--- src/rtl/sq_frame_accum_32.sv ---
// Sums 32-bit square results per frame over a valid/ready stream and holds {sum, count, ovf} until taken.
// Optional build macro SQ_FRAME_ACCUM_SAT_EN: clamp the accumulator to all-ones on carry instead of wrapping.
module sq_frame_accum_32 #(
  parameter int ACC_W = 40,
  parameter int CNT_W = 16
) (
  input  logic             clk,
  input  logic             rst_n,
  input  logic [31:0]      in_data_i,
  input  logic             in_valid_i,
  input  logic             in_last_i,
  output logic             in_ready_o,
  output logic [ACC_W-1:0] sum_out_o,
  output logic [CNT_W-1:0] cnt_out_o,
  output logic             ovf_out_o,
  output logic             out_valid_o,
  input  logic             out_ready_i
);

  typedef enum logic [0:0] {
    ST_ACCUM = 1'b0,
    ST_HOLD  = 1'b1
  } state_t;

  state_t           state_q, state_d;
  logic [ACC_W-1:0] acc_q, acc_d;
  logic [CNT_W-1:0] cnt_q, cnt_d;
  logic             ovf_q, ovf_d;
  logic [ACC_W-1:0] sum_q, sum_d;
  logic [CNT_W-1:0] cnt_out_q, cnt_out_d;
  logic             ovf_out_q, ovf_out_d;

  logic             beat_s;
  logic [ACC_W:0]   sum_ext_s;
  logic             carry_s;
  logic [ACC_W-1:0] acc_upd_s;
  logic [CNT_W-1:0] cnt_upd_s;
  logic             ovf_upd_s;

  // Post-update values of the running frame state for the beat on the input.
  always_comb begin
    beat_s    = in_valid_i && (state_q == ST_ACCUM);
    sum_ext_s = {1'b0, acc_q} + {{(ACC_W + 1 - 32){1'b0}}, in_data_i};
    carry_s   = sum_ext_s[ACC_W];
`ifdef SQ_FRAME_ACCUM_SAT_EN
    if (carry_s) begin
      acc_upd_s = {ACC_W{1'b1}};
    end else begin
      acc_upd_s = sum_ext_s[ACC_W-1:0];
    end
`else
    acc_upd_s = sum_ext_s[ACC_W-1:0];
`endif
    if (cnt_q == {CNT_W{1'b1}}) begin
      cnt_upd_s = cnt_q;
    end else begin
      cnt_upd_s = cnt_q + {{(CNT_W-1){1'b0}}, 1'b1};
    end
    ovf_upd_s = ovf_q | carry_s;
  end

  // Next-state logic: accumulate in ACCUM, present and hold the result in HOLD.
  always_comb begin
    state_d   = state_q;
    acc_d     = acc_q;
    cnt_d     = cnt_q;
    ovf_d     = ovf_q;
    sum_d     = sum_q;
    cnt_out_d = cnt_out_q;
    ovf_out_d = ovf_out_q;
    case (state_q)
      ST_ACCUM: begin
        if (beat_s && in_last_i) begin
          sum_d     = acc_upd_s;
          cnt_out_d = cnt_upd_s;
          ovf_out_d = ovf_upd_s;
          acc_d     = {ACC_W{1'b0}};
          cnt_d     = {CNT_W{1'b0}};
          ovf_d     = 1'b0;
          state_d   = ST_HOLD;
        end else if (beat_s) begin
          acc_d = acc_upd_s;
          cnt_d = cnt_upd_s;
          ovf_d = ovf_upd_s;
        end else begin
          state_d = ST_ACCUM;
        end
      end
      ST_HOLD: begin
        if (out_ready_i) begin
          state_d = ST_ACCUM;
        end else begin
          state_d = ST_HOLD;
        end
      end
      default: begin
        state_d = ST_ACCUM;
      end
    endcase
  end

  // State and result registers.
  always_ff @(posedge clk or negedge rst_n) begin
    if (!rst_n) begin
      state_q   <= ST_ACCUM;
      acc_q     <= {ACC_W{1'b0}};
      cnt_q     <= {CNT_W{1'b0}};
      ovf_q     <= 1'b0;
      sum_q     <= {ACC_W{1'b0}};
      cnt_out_q <= {CNT_W{1'b0}};
      ovf_out_q <= 1'b0;
    end else begin
      state_q   <= state_d;
      acc_q     <= acc_d;
      cnt_q     <= cnt_d;
      ovf_q     <= ovf_d;
      sum_q     <= sum_d;
      cnt_out_q <= cnt_out_d;
      ovf_out_q <= ovf_out_d;
    end
  end

  assign in_ready_o  = (state_q == ST_ACCUM);
  assign out_valid_o = (state_q == ST_HOLD);
  assign sum_out_o   = sum_q;
  assign cnt_out_o   = cnt_out_q;
  assign ovf_out_o   = ovf_out_q;

endmodule

--- config.mk ---
export PLATFORM = sky130hd
export DESIGN_NAME = sq_frame_accum_32
export DESIGN_NICKNAME = d
export VERILOG_FILES = /design/src/rtl/sq_frame_accum_32.sv
export SDC_FILE = /design/constraint.sdc
export NUM_CORES = 1
export LEC_CHECK = 0
export ABC_AREA = 0
export CAP_MARGIN = 5
export CORE_ASPECT_RATIO = 1.2
export CORE_MARGIN = 5
export CORE_UTILIZATION = 60
export DETAILED_ROUTE_END_ITERATION = 8
export PLACE_DENSITY_LB_ADDON = 0.05
export REMOVE_ABC_BUFFERS = 1
export SYNTH_ARGS = -nofsm -noshare
export SYNTH_HDL_FRONTEND = slang
export SYNTH_SLANG_ARGS = --single-unit
--- constraint.sdc ---
create_clock -name clk -period 5.3 [get_ports clk]
set_input_delay 0.795 -clock clk [delete_from_list [all_inputs] [get_ports clk]]
set_output_delay 0.795 -clock clk [all_outputs]
set_load 0.05 [all_outputs]
==> summary.txt <==
Status
  • Outcome: completed

Power
  • Internal: around 2.7 mW
  • Sw frac: 45.0%
  • Power Dens Cells: 585 nW/um^2
  • Leak: 3.63 nW
  • Combinational share of power: 50.9%
  • Tot Pwr: approximately 4.8 mW
  • Switching power: 2.17 mW
  • VDD IR max: 0.360 mV
  • Power share of the clock group: 21.3%
  • Sequential Power Share: around 28%

Clocking
  • Post-CTS Resized: 0
  • CTS Hold Bufs: 0
  • CTS Buf Count: 17
  • CTS Sinks: 115
  • H-Tree Depth: 4
  • Setup bufs post-CTS: 0
  • Clock latency on the worst-skew pair: 420 ps
  • Maximum root-to-sink buffer count: 2
  • CTS tree: built
  • Worst-path clk slew: roughly 50 ps
  • Root Buffer Master: clkbuf_16

Synthesis
  • Asr flop ratio synth: 100%
  • Synth Area per Inst: 8.84 um^2
  • Syn Std Cell Area: 6790 um^2
  • Cells after synthesis: 768
  • Seq/Total Area, Yosys: 42.4%
  • FF+latch count, synth: 115
  • Post-synthesis cell type count: 61
  • Ys Warns: 0
  • Number of flops mapped to enable cells by yosys: 0
  • Synth Flop Type: dfrtp_1

STA
  • Worst Tran Pin Value: 1030 ps
  • RSZ-0062 raised after global routing: false
  • Max-slew violations: 0
  • Setup violators final: 0
  • Max Clock Freq: 0.291 GHz
  • Hold Vio Cnt, Final: 0
  • Setup TNS Final: 0 ps
  • Worst Clk Skew: 6.63 ps
  • Fin crit share: 64.8%
  • Max-slew headroom: 31.3%
  • Fin crit period: around 3400 ps

Layout
  • Multi-input gate area: 3640 um^2
  • Diodes inserted: 0
  • Fill cells: 825
  • Reg area: 2880 um^2
  • Commonest non-fill, non-tap cell in the layout: nand2_1
  • Fraction of final layout cells sized beyond drive strength 1: under 10%
  • Most frequent cells in the layout: nand2_1, dfrtp_1, o21ai_0
  • Fin nets: 914
  • Post-layout util: 74.8%
  • Layout area overhead: 21.5%

Worst setup path
  • Crit path launch type: input pin
  • Worst Reg-to-Reg Cells: 10
  • R2R setup slack: 2290 ps
  • Worst Setup End Kind: flip-flop
  • RR Startpoint: acc_q[0]$_DFFE_PN0P_
  • Critical path's top delay family: compound AO/OA/AOI/OAI gates
  • WP data required: 5550 ps
  • Most used cell, CP: o21ai_0
  • Cell Chain, Critical Path: clkdlybuf4s50_1, ha_1, fa_1, a21o_1, a22o_1, a211oi_1, o21ai_0, nand3_1, a21oi_1, xnor2_1, o21ai_0
  • Critical path arrival: roughly 3700 ps
  • Crit-path slowest cell: a211oi_1
  • Largest fanout on the critical path: 5
  • Crit path kind: in -> reg
  • R2r endpoint: sum_out_o[38]$_DFFE_PN0P_
  • Worst Path Buf+Inv: 1
  • Crit path largest cell delay: 480 ps

Detailed routing
  • Routed len/inst: 17.3 um
  • DR pass1 iterations: 5
  • Via density: 6.10
  • Vias: ~6.0k
  • Number of nets still failing antenna checks after routing: 0
  • # DRC: 0
  • Routed Wire Length: about 17 mm
  • Detailed Route Iter0 Violations: between 300 and 400

Die
  • I/O Pins: between 90 and 100
  • Row cnt: between 40 and 50
  • Die H: 127 um
  • Initial Util: 61.5%
  • Core area: 11000 um^2
  • Die width: 107 um
  • Die area: 13600 um^2

Hold path
  • WHS Path Cells: 2
  • Hold path start: cnt_out_o[7]$_DFFE_PN0P_
  • Worst Hold Class: reg -> reg
  • Hold path endpoint: cnt_out_o[7]$_DFFE_PN0P_

Global route
  • Gr usage total: 26.2%
  • Initial antenna violation count: 0
  • Overflow after GRT: 0
  • First-pass GRT wire length: 28.8 mm
  • Largest net degree at the start of global routing: 91
  • Number of global-route vias before repair: slightly above 6k

Place
  • PortBufs: 95
  • Hpwl dp: 11.8 mm
  • Routability Congestion: 0.972

Run
  • Max Cap Violations: 0
power groups by stage:
stage               Combinational [mW]  Sequential, mW  Clock [mW]
floorplan                         1.24            1.83           0
global placement                  2.37            1.33           0
detailed placement                2.42            1.35           0
CTS                               2.44            1.34        1.04
global route                      2.66            1.38        1.08
finish                            2.46            1.34        1.03
metal layers:
metal	track usage, %	vias to the layer above	wire (um)
met4	11.1	0	521
met2	45.4	226	8630
met1	31.2	2835	6940
li1	-	2907	-
met3	5.64	51	975
met5	0	-	0
stage by stage:
step                instance area, um^2  worst slack [ps]  instances  hold WS (ps)
floorplan                          6560              1630        723           453
global placement                   7720              1660        956           460
detailed placement                 7720              1520        956           465
CTS                                8250              1920        987           479
global route                       8250              1690        987           502
finish                             8250              1870        987           471
worst register-to-register path: stages (launching register included):
cell and delay [ps]:
dfrtp_1 380, ha_1 230, fa_1 400, a21o_1 190, a22o_1 270, a211oi_1 480
o21ai_0 220, nand3_1 220, a21oi_1 160, xnor2_1 180, o21ai_0 110
kinds of logic after synthesis:
group / Yosys count / share of synthesized area, %
simple gates: 262 / 17.1
compound gates: 249 / 23.2
flops: 115 / 42.4
buf+inv: 56 / 4.05
xor+xnor: 45 / 5.80
fa+ha+maj: 34 / 6.38
mux: 7 / 1.09
cells in the mapped netlist (all sizes together) (4+ instances only):
cell | count | area [um^2]
nand2 | 138 | 518
o21ai | 101 | 509
o211ai | 4 | 43.8
inv | 10 | 37.5
mux2i | 4 | 40.0
o21bai | 5 | 48.8
a21o | 22 | 165
nand4 | 14 | 87.6
nor3 | 14 | 70.1
buf | 17 | 129
a221oi | 4 | 35.0
xnor2 | 27 | 236
xor2 | 18 | 158
a31oi | 13 | 81.3
or3 | 8 | 50.1
a211oi | 5 | 37.5
and3 | 11 | 70.1
dfrtp | 115 | 2880
clkbuf | 28 | 105
o31ai | 8 | 60.1
nor2 | 45 | 171
o41ai | 4 | 35.0
nor3b | 4 | 30.0
nand3 | 16 | 80.1
a21oi | 52 | 275
ha | 33 | 413
a22o | 14 | 123
flip-flops by register name, summed over array words and instances (netlist names):
signal / count
acc_q: 40
sum_out_o: 40
cnt_out_o: 16
cnt_q: 16
out_valid_o: 1
ovf_out_o: 1
ovf_q: 1
cell type report:
| class | count | area share [%] |
|---|---|---|
| Multi-Input combinational cell | 597 | 44.1 |
| Clock buffer | 21 | 5.70 |
| Timing Repair Buffer | 101 | 12.0 |
| Inverter | 11 | 0.500 |
| Clock inverter | 10 | 0.728 |
| Tap cell | 132 | 2.00 |
| Sequential cell | 115 | 34.9 |
worst max-delay path by stage:
stage	start	endpoint	slack (ps)	depth (start not counted)
after global routing	in_data_i[0]	sum_out_o[38]$_DFFE_PN0P_	1690	11
after detailed placement	in_data_i[0]	sum_out_o[38]$_DFFE_PN0P_	1520	11
final	in_data_i[0]	sum_out_o[38]$_DFFE_PN0P_	1870	11
after CTS	in_data_i[0]	sum_out_o[38]$_DFFE_PN0P_	1920	11
after global placement	in_data_i[0]	sum_out_o[32]$_DFFE_PN0P_	1660	11
after floorplan	out_valid_o$_DFF_PN0_	sum_out_o[10]$_DFFE_PN0P_	1630	4
No activity file was read; power rests on OpenSTA's default activity.
